$ cat src/rtl/regfile_wb_arbiter.sv
// regfile_wb_arbiter: schedules ALU and load results onto the register file's single write port
// ALU results queue in a small FIFO, a load waits in a one-entry hold register.
module regfile_wb_arbiter #(
  parameter int DATA_W     = 8,
  parameter int ADDR_W     = 3,
  parameter int FIFO_DEPTH = 2
) (
  input  logic              CLK,
  input  logic              RESET,
  input  logic              busy,
  input  logic              alu_valid,
  input  logic [ADDR_W-1:0] alu_addr,
  input  logic [DATA_W-1:0] alu_data,
  output logic              alu_ready,
  input  logic              mem_valid,
  input  logic [ADDR_W-1:0] mem_addr,
  input  logic [DATA_W-1:0] mem_data,
  output logic              mem_ready,
  input  logic [ADDR_W-1:0] rd1_addr,
  input  logic [ADDR_W-1:0] rd2_addr,
  output logic              hazard,
  output logic              WRITE,
  output logic [ADDR_W-1:0] INADDRESS,
  output logic [DATA_W-1:0] IN
);
  localparam int PW = $clog2(FIFO_DEPTH);
  localparam int CW = $clog2(FIFO_DEPTH + 1);
  typedef enum logic [1:0] {IDLE, ISSUE, STALL} state_t;
  state_t state, state_nx;
  logic [ADDR_W-1:0] fa [FIFO_DEPTH];
  logic [DATA_W-1:0] fd [FIFO_DEPTH];
  logic [FIFO_DEPTH-1:0] fv, fg;
  logic [PW-1:0] rp, wp;
  logic [CW-1:0] cnt;
  logic hv;
  logic [ADDR_W-1:0] ha;
  logic [DATA_W-1:0] hd;
  logic full, pend, pop, pop_fifo, pop_hold, push, load;

  function automatic logic [PW-1:0] nxt(input logic [PW-1:0] p);
    return p == PW'(FIFO_DEPTH - 1) ? '0 : p + 1'b1;
  endfunction

  // fg marks FIFO entries accepted no later than the current hold entry
  always_comb begin
    full      = cnt == CW'(FIFO_DEPTH);
    pend      = hv || cnt != '0;
    pop       = !busy && pend;
    pop_fifo  = pop && cnt != '0 && (!hv || full || (fa[rp] == ha && fg[rp]));
    pop_hold  = pop && !pop_fifo;
    alu_ready = RESET && (!full || pop_fifo);
    mem_ready = RESET && (!hv || pop_hold);
    push      = alu_valid && alu_ready;
    load      = mem_valid && mem_ready;
    state_nx  = !pend ? IDLE : (busy ? STALL : ISSUE);
  end

  always_comb begin
    hazard = (WRITE && (INADDRESS == rd1_addr || INADDRESS == rd2_addr)) ||
             (hv && (ha == rd1_addr || ha == rd2_addr));
    for (int i = 0; i < FIFO_DEPTH; i++)
      hazard = hazard || (fv[i] && (fa[i] == rd1_addr || fa[i] == rd2_addr));
  end

  assign WRITE = state == ISSUE;

  always_ff @(posedge CLK or negedge RESET) begin
    if (!RESET) begin
      state     <= IDLE;
      INADDRESS <= '0;
      IN        <= '0;
      rp        <= '0;
      wp        <= '0;
      cnt       <= '0;
      fv        <= '0;
      hv        <= 1'b0;
    end else begin
      state <= state_nx;
      if (pop) begin
        INADDRESS <= pop_fifo ? fa[rp] : ha;
        IN        <= pop_fifo ? fd[rp] : hd;
      end
      if (pop_fifo) rp <= nxt(rp);
      if (pop_fifo) fv[rp] <= 1'b0;
      if (push) wp <= nxt(wp);
      if (push) fv[wp] <= 1'b1;
      cnt <= cnt + CW'(push) - CW'(pop_fifo);
      hv  <= load || (hv && !pop_hold);
    end
  end

  always_ff @(posedge CLK) begin
    if (push) begin
      fa[wp] <= alu_addr;
      fd[wp] <= alu_data;
    end
    if (load) begin
      ha <= mem_addr;
      hd <= mem_data;
      fg <= '1;
    end
    if (push) fg[wp] <= load;
  end

  a_no_overflow:  assert property (@(posedge CLK) disable iff (!RESET) !(push && full && !pop_fifo));
  a_no_underflow: assert property (@(posedge CLK) disable iff (!RESET) !(pop_fifo && cnt == '0));
  a_hold_clean:   assert property (@(posedge CLK) disable iff (!RESET) !(load && hv && !pop_hold));
  a_cnt_range:    assert property (@(posedge CLK) disable iff (!RESET) cnt <= CW'(FIFO_DEPTH));
endmodule
$ cat config.mk
export PLATFORM = sky130hd
export DESIGN_NAME = regfile_wb_arbiter
export DESIGN_NICKNAME = d
export VERILOG_FILES = /design/src/rtl/regfile_wb_arbiter.sv
export SDC_FILE = /design/constraint.sdc
export NUM_CORES = 1
export LEC_CHECK = 0
export CAP_MARGIN = 20
export CORE_MARGIN = 8
export CORE_UTILIZATION = 50
export CTS_CLUSTER_SIZE = 8
export DETAILED_ROUTE_END_ITERATION = 7
export PLACE_DENSITY_LB_ADDON = 0.12
export SLEW_MARGIN = 20
export SYNTH_ARGS = -nofsm -noshare
export SYNTH_HDL_FRONTEND = slang
export SYNTH_SLANG_ARGS = --single-unit
$ cat constraint.sdc
create_clock -name CLK -period 3.3 [get_ports CLK]
set_input_delay 0.66 -clock CLK [delete_from_list [all_inputs] [get_ports CLK]]
set_output_delay 0.66 -clock CLK [all_outputs]
set_load 0.005 [all_outputs]
# Word-level counts from Yosys, hierarchy flattened
# Memory sizes are Yosys's and may differ from the RTL's.
# Cells that the tools add are included.
totals:
  regBits: 33
  ram_bits: 22
  inputBits: 33
  out_inout_bits: 15
  wordCells: 89
  mem_count: 2
op_classes:
  addsub: 4
  n_lt_le_gt_ge: 4
  n_eq_ne: 11
  n_mux: 19
  bitwise: 3
  reduce_logical: 35
mem_list:
  columns: ["memory", "depth", "word_bits", "read_ports", "rd_ports_with_merged_regs", "wr", "line_no", "source"]
  rows:
  - ["fd", 2, 8, 1, 0, 1, "31", "logic [DATA_W-1:0] fd [FIFO_DEPTH];"]
  - ["fa", 2, 3, 3, 0, 1, "30", "logic [ADDR_W-1:0] fa [FIFO_DEPTH];"]
op_table:
  columns: ["operator", "n"]
  rows:
  - ["$eq A3 B3 Y1", 9]
  - ["$logic_and A1 B1 Y1", 16]
  - ["$logic_or A1 B1 Y1", 13]
  - ["$mux W2", 6]
  - ["$mux W1", 8]
  - ["$mux W8", 1]
  - ["$logic_not A1 Y1", 5]
  - ["$lt A1 B2 Y1 const B", 2]
  - ["$mux W3", 1]
  - ["$add A1 B1 Y1 const B", 2]
  - ["$add A2 B1 Y2", 1]
  - ["$and A2 B2 Y2", 1]
  - ["$bwmux W2", 1]
  - ["$demux W1 S1", 2]
  - ["$eq A2 B1 Y1 const B", 1]
  - ["$eq A2 B2 Y1 const B", 1]
  - ["$ge A1 B1 Y1 const B", 2]
  - ["$not A2 Y2", 1]
  - ["$or A2 B2 Y2", 1]
  - ["$reduce_bool A2 Y1", 1]
  - ["$sub A2 B1 Y2", 1]

# Longest topological paths before layout
# Gate-level depths: netlist (run 1).
depth:
  word_depth: 13
  mapped_depth: 11
  mapped_depth_nobuf: 9

# Worst setup path before layout (run 1)
# No wires, ideal clock.
synth_path:
  kind: "register -> register"
  startpoint: "register rp"
  endpoint: "register cnt[1]"
  setup_ns: 0.080
  arrival_time_ns: 2.214
  required_ns: 3.220
  path_slack_ns: 1.006
  path_stages_with_launch: 12
  n_path_buf: 2
  period_less_slack_ns: 2.294
  cell_sequence: "dfrtp_1 -> buf_6 -> mux2i_4 -> xnor2_1 -> o31ai_4 -> and2_4 -> buf_12 -> ha_1 -> inv_1 -> ha_1 -> xnor2_1 -> xnor2_1"
synth_via:
  elab_chain_cells: 10
  elab_cells_between_ends: 12
  cone_classes: "2 x add/sub; 1 x eq/ne; 2 x mux; 6 x reduce/logical; 1 x memory"
synth_lines:
  columns: ["item", "line_no", "source"]
  rows:
  - ["start, declared", "33", "logic [PW-1:0] rp, wp;"]
  - ["start signal, assigned", "83", "if (pop_fifo) rp <= nxt(rp);"]
  - ["$mem_v2 Z2 W3 or $mux W1 (tied branches)", null, null]
  - ["$eq A3 B3 Y1 or $mux W1 (tied branches)", "49", "pop_fifo = pop && cnt != '0 && (!hv || full || (fa[rp] == ha && fg[rp]));"]
  - ["$logic_and A1 B1 Y1 *", "49", null]
  - ["$logic_or A1 B1 Y1 *", "49", null]
  - ["$logic_and A1 B1 Y1 *", "49", null]
  - ["$logic_or A1 B1 Y1", "51", "alu_ready = RESET && (!full || pop_fifo);"]
  - ["$logic_and A1 B1 Y1", "51", null]
  - ["$logic_and A1 B1 Y1", "53", "push = alu_valid && alu_ready;"]
  - ["$add A2 B1 Y2", "87", "cnt <= cnt + CW'(push) - CW'(pop_fifo);"]
  - ["$sub A2 B1 Y2 *", "87", null]
  - ["end signal, assigned", "87", null]
  - ["end, declared", "34", "logic [CW-1:0] cnt;"]
# Every way passes the cells marked *; elsewhere a longest branch is shown, timed or not. The select of a mux whose other input is x is not followed.
# A chain may end at the register's enable or synchronous reset.

# Worst setup path after layout (run 1)
layout_path:
  startpoint: "input port rd1_addr[0]"
  endpoint: "output port hazard"
layout_via:
  elab_chain_cells: 6
  elab_cells_between_ends: 15
  cone_classes: "4 x eq/ne; 11 x reduce/logical"
layout_lines:
  columns: ["item", "line_no", "source"]
  rows:
  - ["start, declared", "19", "input logic [ADDR_W-1:0] rd1_addr,"]
  - ["$eq A3 B3 Y1, on equally long branches", "59, 60", null]
  - ["$logic_or A1 B1 Y1, on equally long branches", "59, 60", null]
  - ["$logic_and A1 B1 Y1, on equally long branches", "59, 60", null]
  - ["$logic_or A1 B1 Y1", "59", "hazard = (WRITE && (INADDRESS == rd1_addr || INADDRESS == rd2_addr)) ||"]
  - ["$logic_or A1 B1 Y1", "62", "hazard = hazard || (fv[i] && (fa[i] == rd1_addr || fa[i] == rd2_addr));"]
  - ["$logic_or A1 B1 Y1 *", "62", null]
  - ["end, declared", "21", "output logic hazard,"]
# Every way passes the cells marked *; elsewhere a longest branch is shown, timed or not.

==> results of run 1 <==
[worst max-delay path, delay by kind of cell]
kind | cells | cell delay (ns)
and+or+nand+nor | 2 | 0.18
xor gates and xnor gates | 1 | 0.17
AOI/OAI and AO/OA | 2 | 0.24
buffers and inverters | 2 | 1.08
[layer usage]
metal,vias to the layer above,track usage,share of wire
li1,835,-,-
met1,839,0.183,0.45
met2,43,0.255,0.50
met3,7,0.0279,0.046
met4,0,0.0599,0.013
met5,-,0,0
[kinds of logic after synthesis]
kind of cell / synth area share
multiplexers: 0.0527
buffers and inverters: 0.0330
XOR/XNOR: 0.101
adder cells (fa/ha/maj): 0.00957
AND/OR/NAND/NOR: 0.120
flip-flops: 0.586
AO/OA/AOI/OAI: 0.0986
[per-stage QoR]
| step | cell area [um^2] | cells |
|---|---|---|
| floorplan | 2610 | 204 |
| global placement | 3160 | 320 |
| detailed placement | 3160 | 320 |
| CTS | 3280 | 328 |
| global route | 3280 | 328 |
| finish | 3280 | 328 |
[layout by cell type (no fill, tap or decap), types with 2 or more instances in the layout]
cell | Yosys | final
dfxtp_1 | 2 | 2
o21ai_1 | 2 | 2
nor3_1 | 7 | 7
clkbuf_8 | 0 | 5
nor2b_1 | 5 | 5
nor2_1 | 4 | 4
a31o_1 | 2 | 2
a21oi_1 | 3 | 3
and2_1 | 2 | 2
o21ai_0 | 4 | 4
inv_1 | 4 | 4
nand4_1 | 10 | 10
xnor2_1 | 11 | 11
clkdlybuf4s50_1 | 0 | 47
buf_4 | 0 | 8
a21o_1 | 3 | 3
xor2_1 | 19 | 19
dfrtp_1 | 20 | 20
o211ai_2 | 9 | 9
nand2_1 | 27 | 27
nand3_1 | 4 | 4
edfxtp_1 | 33 | 33
ha_1 | 2 | 2
mux2_2 | 9 | 9
[how the worst max path moves through the flow]
stage / cells after the start / startpoint / slack [ns] / to
finish: 7 / rd1_addr[0] / 0.29 / hazard
global route: 6 / rp / 0.14 / mem_ready
CTS: 7 / rd1_addr[0] / 0.28 / hazard
detailed placement: 7 / rd1_addr[0] / 0.28 / hazard
global placement: 7 / rd1_addr[0] / 0.33 / hazard
floorplan: 11 / rp / 1.01 / cnt[1]
[flip-flops by register name (all words and copies together), names as in the netlist]
register and cells:
fg 2, fv 2, rp 1, INADDRESS 3, hd 8, fd 16
IN 8, hv 1, ha 3, wp 1, cnt 2, fa 6
state 2
[cell type report]
type	instances	share of cell area
Sequential cell	55	0.467
Multi-Input combinational cell	135	0.304
Inverter	5	0.00573
Timing Repair Buffer	55	0.162
Clock inverter	3	0.0134
Tap cell	70	0.0267
Clock buffer	5	0.0210
[power breakdown]
group	total (uW)	switching, uW	internal [uW]
combinational	894	420	474
sequential	1040	136	908
clock	445	219	226
==> impl_metrics.toml, run 1 <==
[status]
outcome = "finished clean"

[synth]
yosys_warnings = 0
yosysTopAreaCell = "edfxtp_1"
synth_seq_area_share = 0.586
syn_inst = 204
syn_area_um2 = 2610
yosysMostFrequentCell = "edfxtp_1"
syn_avg_cell_area_um2 = 12.8
synth_top_area_share = 0.379
synthTopCellsByArea = "edfxtp_1, dfrtp_1, xor2_1"
synthFlopType = "edfxtp_1"
ys_types = 39
synth.net_count = 239
ys_ff_latch = 55
synth_edf_count = 33
synth-async-reset-ratio = 0.364
ys_top_cells_by_count = "edfxtp_1, nand2_1, dfrtp_1"

[layout]
fin_util = 0.646
multi_input_area_um2 = 996
num_antenna_cells = 0
drive_gt1_frac = 0.155
final_nets = 292
fillers = 434
area_growth_pct = 25.4
ff_latch_area_um2 = 1530

[placement]
post-dp-hpwl_um = 4160
pre_cts_ws_ns = 0.282
gp_congestion = 0.863
portBuffers = 47

[clock_network]
clock_latency_ns = 0.31
root_buffer = "clkbuf_8"
post_cts_buffers = 0
h-tree-depth = 2
cts_hold_buf = 0
clk_pin_slew_ns = 0.09
cts-resized-gates = 0
clock_sinks = 55
cts_buffers = 5
clockBufferDepth = 2
cts_tree = "yes"

[worst_setup_path]
path_class = "primary input to primary output"
r2r_slack_ns = 0.87
cp-end-kind = "primary output"
worst-r2r-cell-count = 10
crit-reg2reg-launch = "rp"
cp_max_fo = 4
crit_path_max_incr_delay_ns = 0.58
critPathSlowestCell = "clkdlybuf4s50_1"
cpMostUsedCell = "clkdlybuf4s50_1"
r2r_end = "cnt[1]"
crit_path_cell_trace = "clkdlybuf4s50_1 > xnor2_1 > nand2_1 > o22ai_1 > o211ai_1 > nand4_1 > clkdlybuf4s50_1"
arrival_ns = 2.35
startpoint_type = "primary input"
worstPathRequired_ns = 2.64

[floorplan]
die_x_um = 88.3
die_y_um = 88.3
die-area_um2 = 7800
rows = 26
core_area_um2 = 5070
ios = 48
initial_core_util = 0.515

[grt]
grt_use_total = 0.150
antenna_found_initial = 0
grt_pass1_wl_um = 8700
grt_start_max_net_pins = 21
overflow = 0
grt_pass1_vias = 1760

[drt]
drt-total-wl_um = 5570
drt_iter0_markers = 106
vias_per_cell = 5.26
ant_nets = 0
routedWlPerCell_um = 17.0
firstDrtPassIters = 4
drc = 0
vias = 1724

[sta]
finalSetupViolCount = 0
hold_viol = 0
slew_viol_final = 0
rsz0062_at_grt = "no"
slew_headroom = 0.612
max_freq_mhz = 332
fin_worst_skew_ns = 0.00956
whs_ns = 0.467
worst_slew_pin_slew_ns = 0.582
finalWorstPathRequiredPeriod_ns = 3.01
min_period_over_period = 0.911
timing.final.ws_setup_ns = 0.292
tns_ns = 0

[min_path]
holdPathStages = 1
hp-start = "fg[1]"
hold_path_end = "fg[1]"
min_path_type = "flip-flop to flip-flop"

[power]
leakage_uw = 0.00126
power_uw = 2380
ir_drop_uv = 382
p_per_area_nw_per_um2 = 728

[run]
cap_violations = 0
Note: power is estimated with default switching activity, not from simulation.
==> run 2: changes to the inputs <==
--- a/config.mk
+++ b/config.mk
@@ -5,9 +5,10 @@
 export SDC_FILE = /design/constraint.sdc
 export NUM_CORES = 1
 export LEC_CHECK = 0
+export ABC_AREA = 0
 export CAP_MARGIN = 20
 export CORE_MARGIN = 8
-export CORE_UTILIZATION = 50
+export CORE_UTILIZATION = 52
 export CTS_CLUSTER_SIZE = 8
 export DETAILED_ROUTE_END_ITERATION = 7
 export PLACE_DENSITY_LB_ADDON = 0.12
==> run 2 against run 1 <==
  * Non-clock buffer count shrank 2
  * Highest routed layer unchanged
  * Die area fell by 3.2%
  * Maximum frequency rose by 0.11%
  * Final area down 1.1%
==> impl_metrics.toml, run 2 (synthesized netlist as in run 1, its figures left out) <==
[power]
leakage_uw = 0.00123
ir_drop_uv = 374
p_per_area_nw_per_um2 = 704

[worst_setup_path]
arrival_ns = 2.34
critical_path.top_delay_family = "buffers and inverters"
path_class = "primary input to primary output"
worst-r2r-cell-count = 11
worstPathRequired_ns = 2.64
cpMostUsedCell = "clkdlybuf4s50_1"
startpoint_type = "primary input"
crit_cells = 7
critPathSlowestCell = "clkdlybuf4s50_1"
cp-end-kind = "primary output"
critPathBufInv = 2
crit_path_max_incr_delay_ns = 0.59
cp_max_fo = 4
crit_path_cell_trace = "clkdlybuf4s50_1 > xnor2_1 > nand2_1 > o22ai_1 > o211ai_1 > nand4_1 > clkdlybuf4s50_1"

[floorplan]
initial_core_util = 0.525
ios = 48
die_x_um = 86.9
rows = 26
die-area_um2 = 7550
die_y_um = 86.9
core_area_um2 = 4980

[sta]
slew_headroom = 0.645
slew_viol_final = 0
fin_worst_skew_ns = 0.0106
rsz0062_at_grt = "no"
finalWorstPathRequiredPeriod_ns = 3.00
tns_ns = 0
min_period_over_period = 0.910
worst_slew_pin_slew_ns = 0.533
max_freq_mhz = 333
finalSetupViolCount = 0
timing.final.ws_setup_ns = 0.296
hold_viol = 0

[clock_network]
clockBufferDepth = 2
cts_buffers = 5
cts_tree = "yes"
clock_latency_ns = 0.30
cts_hold_buf = 0
clock_sinks = 55
clk_pin_slew_ns = 0.09
post_cts_buffers = 0
cts-resized-gates = 0
h-tree-depth = 2
root_buffer = "clkbuf_8"

[min_path]
holdPathStages = 2
min_path_type = "flip-flop to flip-flop"

[drt]
drc = 0
vias_per_cell = 5.11
drt-total-wl_um = 5210
firstDrtPassIters = 4
drt_iter0_markers = 80
routedWlPerCell_um = 16.0
vias = 1667
ant_nets = 0

[layout]
ff_latch_area_um2 = 1530
num_antenna_cells = 0
largestRegisters = "fd: 16 flops, IN: 8 flops, hd: 8 flops"
top_register = "fd"
fillers = 407
final_nets = 290
drive_gt1_frac = 0.145
largest_register_ffs = 16
multi_input_area_um2 = 996
area_growth_pct = 23.9
layout_common_cells = "clkdlybuf4s50_1, edfxtp_1, nand2_1"
final_common_cell = "clkdlybuf4s50_1"

[grt]
grt_pass1_vias = 1715
grt_pass1_wl_um = 8630
antenna_found_initial = 0
grt_use_total = 0.148
overflow = 0
grt_start_max_net_pins = 20

[status]
outcome = "finished clean"

[placement]
post-dp-hpwl_um = 3950
pre_cts_ws_ns = 0.294
gp_congestion = 0.836
portBuffers = 47

[run]
cap_violations = 0
==> run 2: cell count changes in the layout (fill, tap and decap cells not counted), sizes merged <==
cell and change:
bufinv -1, buf -2, clkbuf +1
==> run 2: metal layers <==
metal	vias up	GRT usage	part of all wire
li1	837	-	-
met4	0	0.0376	0.0063
met3	2	0.0453	0.055
met2	46	0.223	0.46
met5	-	0	0
met1	782	0.203	0.48
==> run 2: final timing paths <==
path	from	endpoint	slack [ns]
max in group asynchronous	RESET	state[1]	2.22
max	rd1_addr[0]	hazard	0.30
min	fg[0]	fg[0]	0.47
min in group asynchronous	RESET	cnt[0]	0.57
min reg2reg	fg[0]	fg[0]	0.47
max reg2reg	rp	cnt[1]	0.73
==> run 2: worst reg2reg max path, cell delays in order, from the launching register on <==
cell and delay (ns):
dfrtp_1 0.48, buf_4 0.27, nor2b_1 0.07, a32oi_1 0.34, o31ai_4 0.07, buf_4 0.20, and2_4 0.24, ha_1 0.29
inv_1 0.04, ha_1 0.18, xnor2_1 0.17, xnor2_1 0.13
==> run 2: metrics by stage <==
step / std cells / util / total power, uW / hold WS, ns / cell area [um^2]
after CTS: 326 / 0.651 / 2300 / 0.473 / 3240
after floorplan: 204 / - / 1620 / 0.364 / 2610
after global routing: 326 / 0.651 / 2420 / 0.499 / 3240
after global placement: 318 / 0.633 / 1930 / 0.452 / 3150
final: 326 / 0.651 / 2280 / 0.468 / 3240
after detailed placement: 318 / 0.633 / 1940 / 0.460 / 3150
==> run 2: report_power, final <==
| group | internal [uW] | switching [uW] | total [uW] | leakage (uW) |
|---|---|---|---|---|
| clock network | 153 | 208 | 360 | 0.0000454 |
| registers | 908 | 133 | 1040 | 0.000561 |
| logic | 468 | 409 | 877 | 0.000627 |
| total | 1530 | 750 | 2280 | 0.00123 |
==> run 2: final cells by class <==
cell class              count  area share
clock buffers               6      0.0224
clock inverters             2     0.00541
inverters                   5     0.00579
multi-input cells         135       0.307
flip-flops and latches     55       0.473
well taps                  70      0.0270
repair buffers             53       0.159
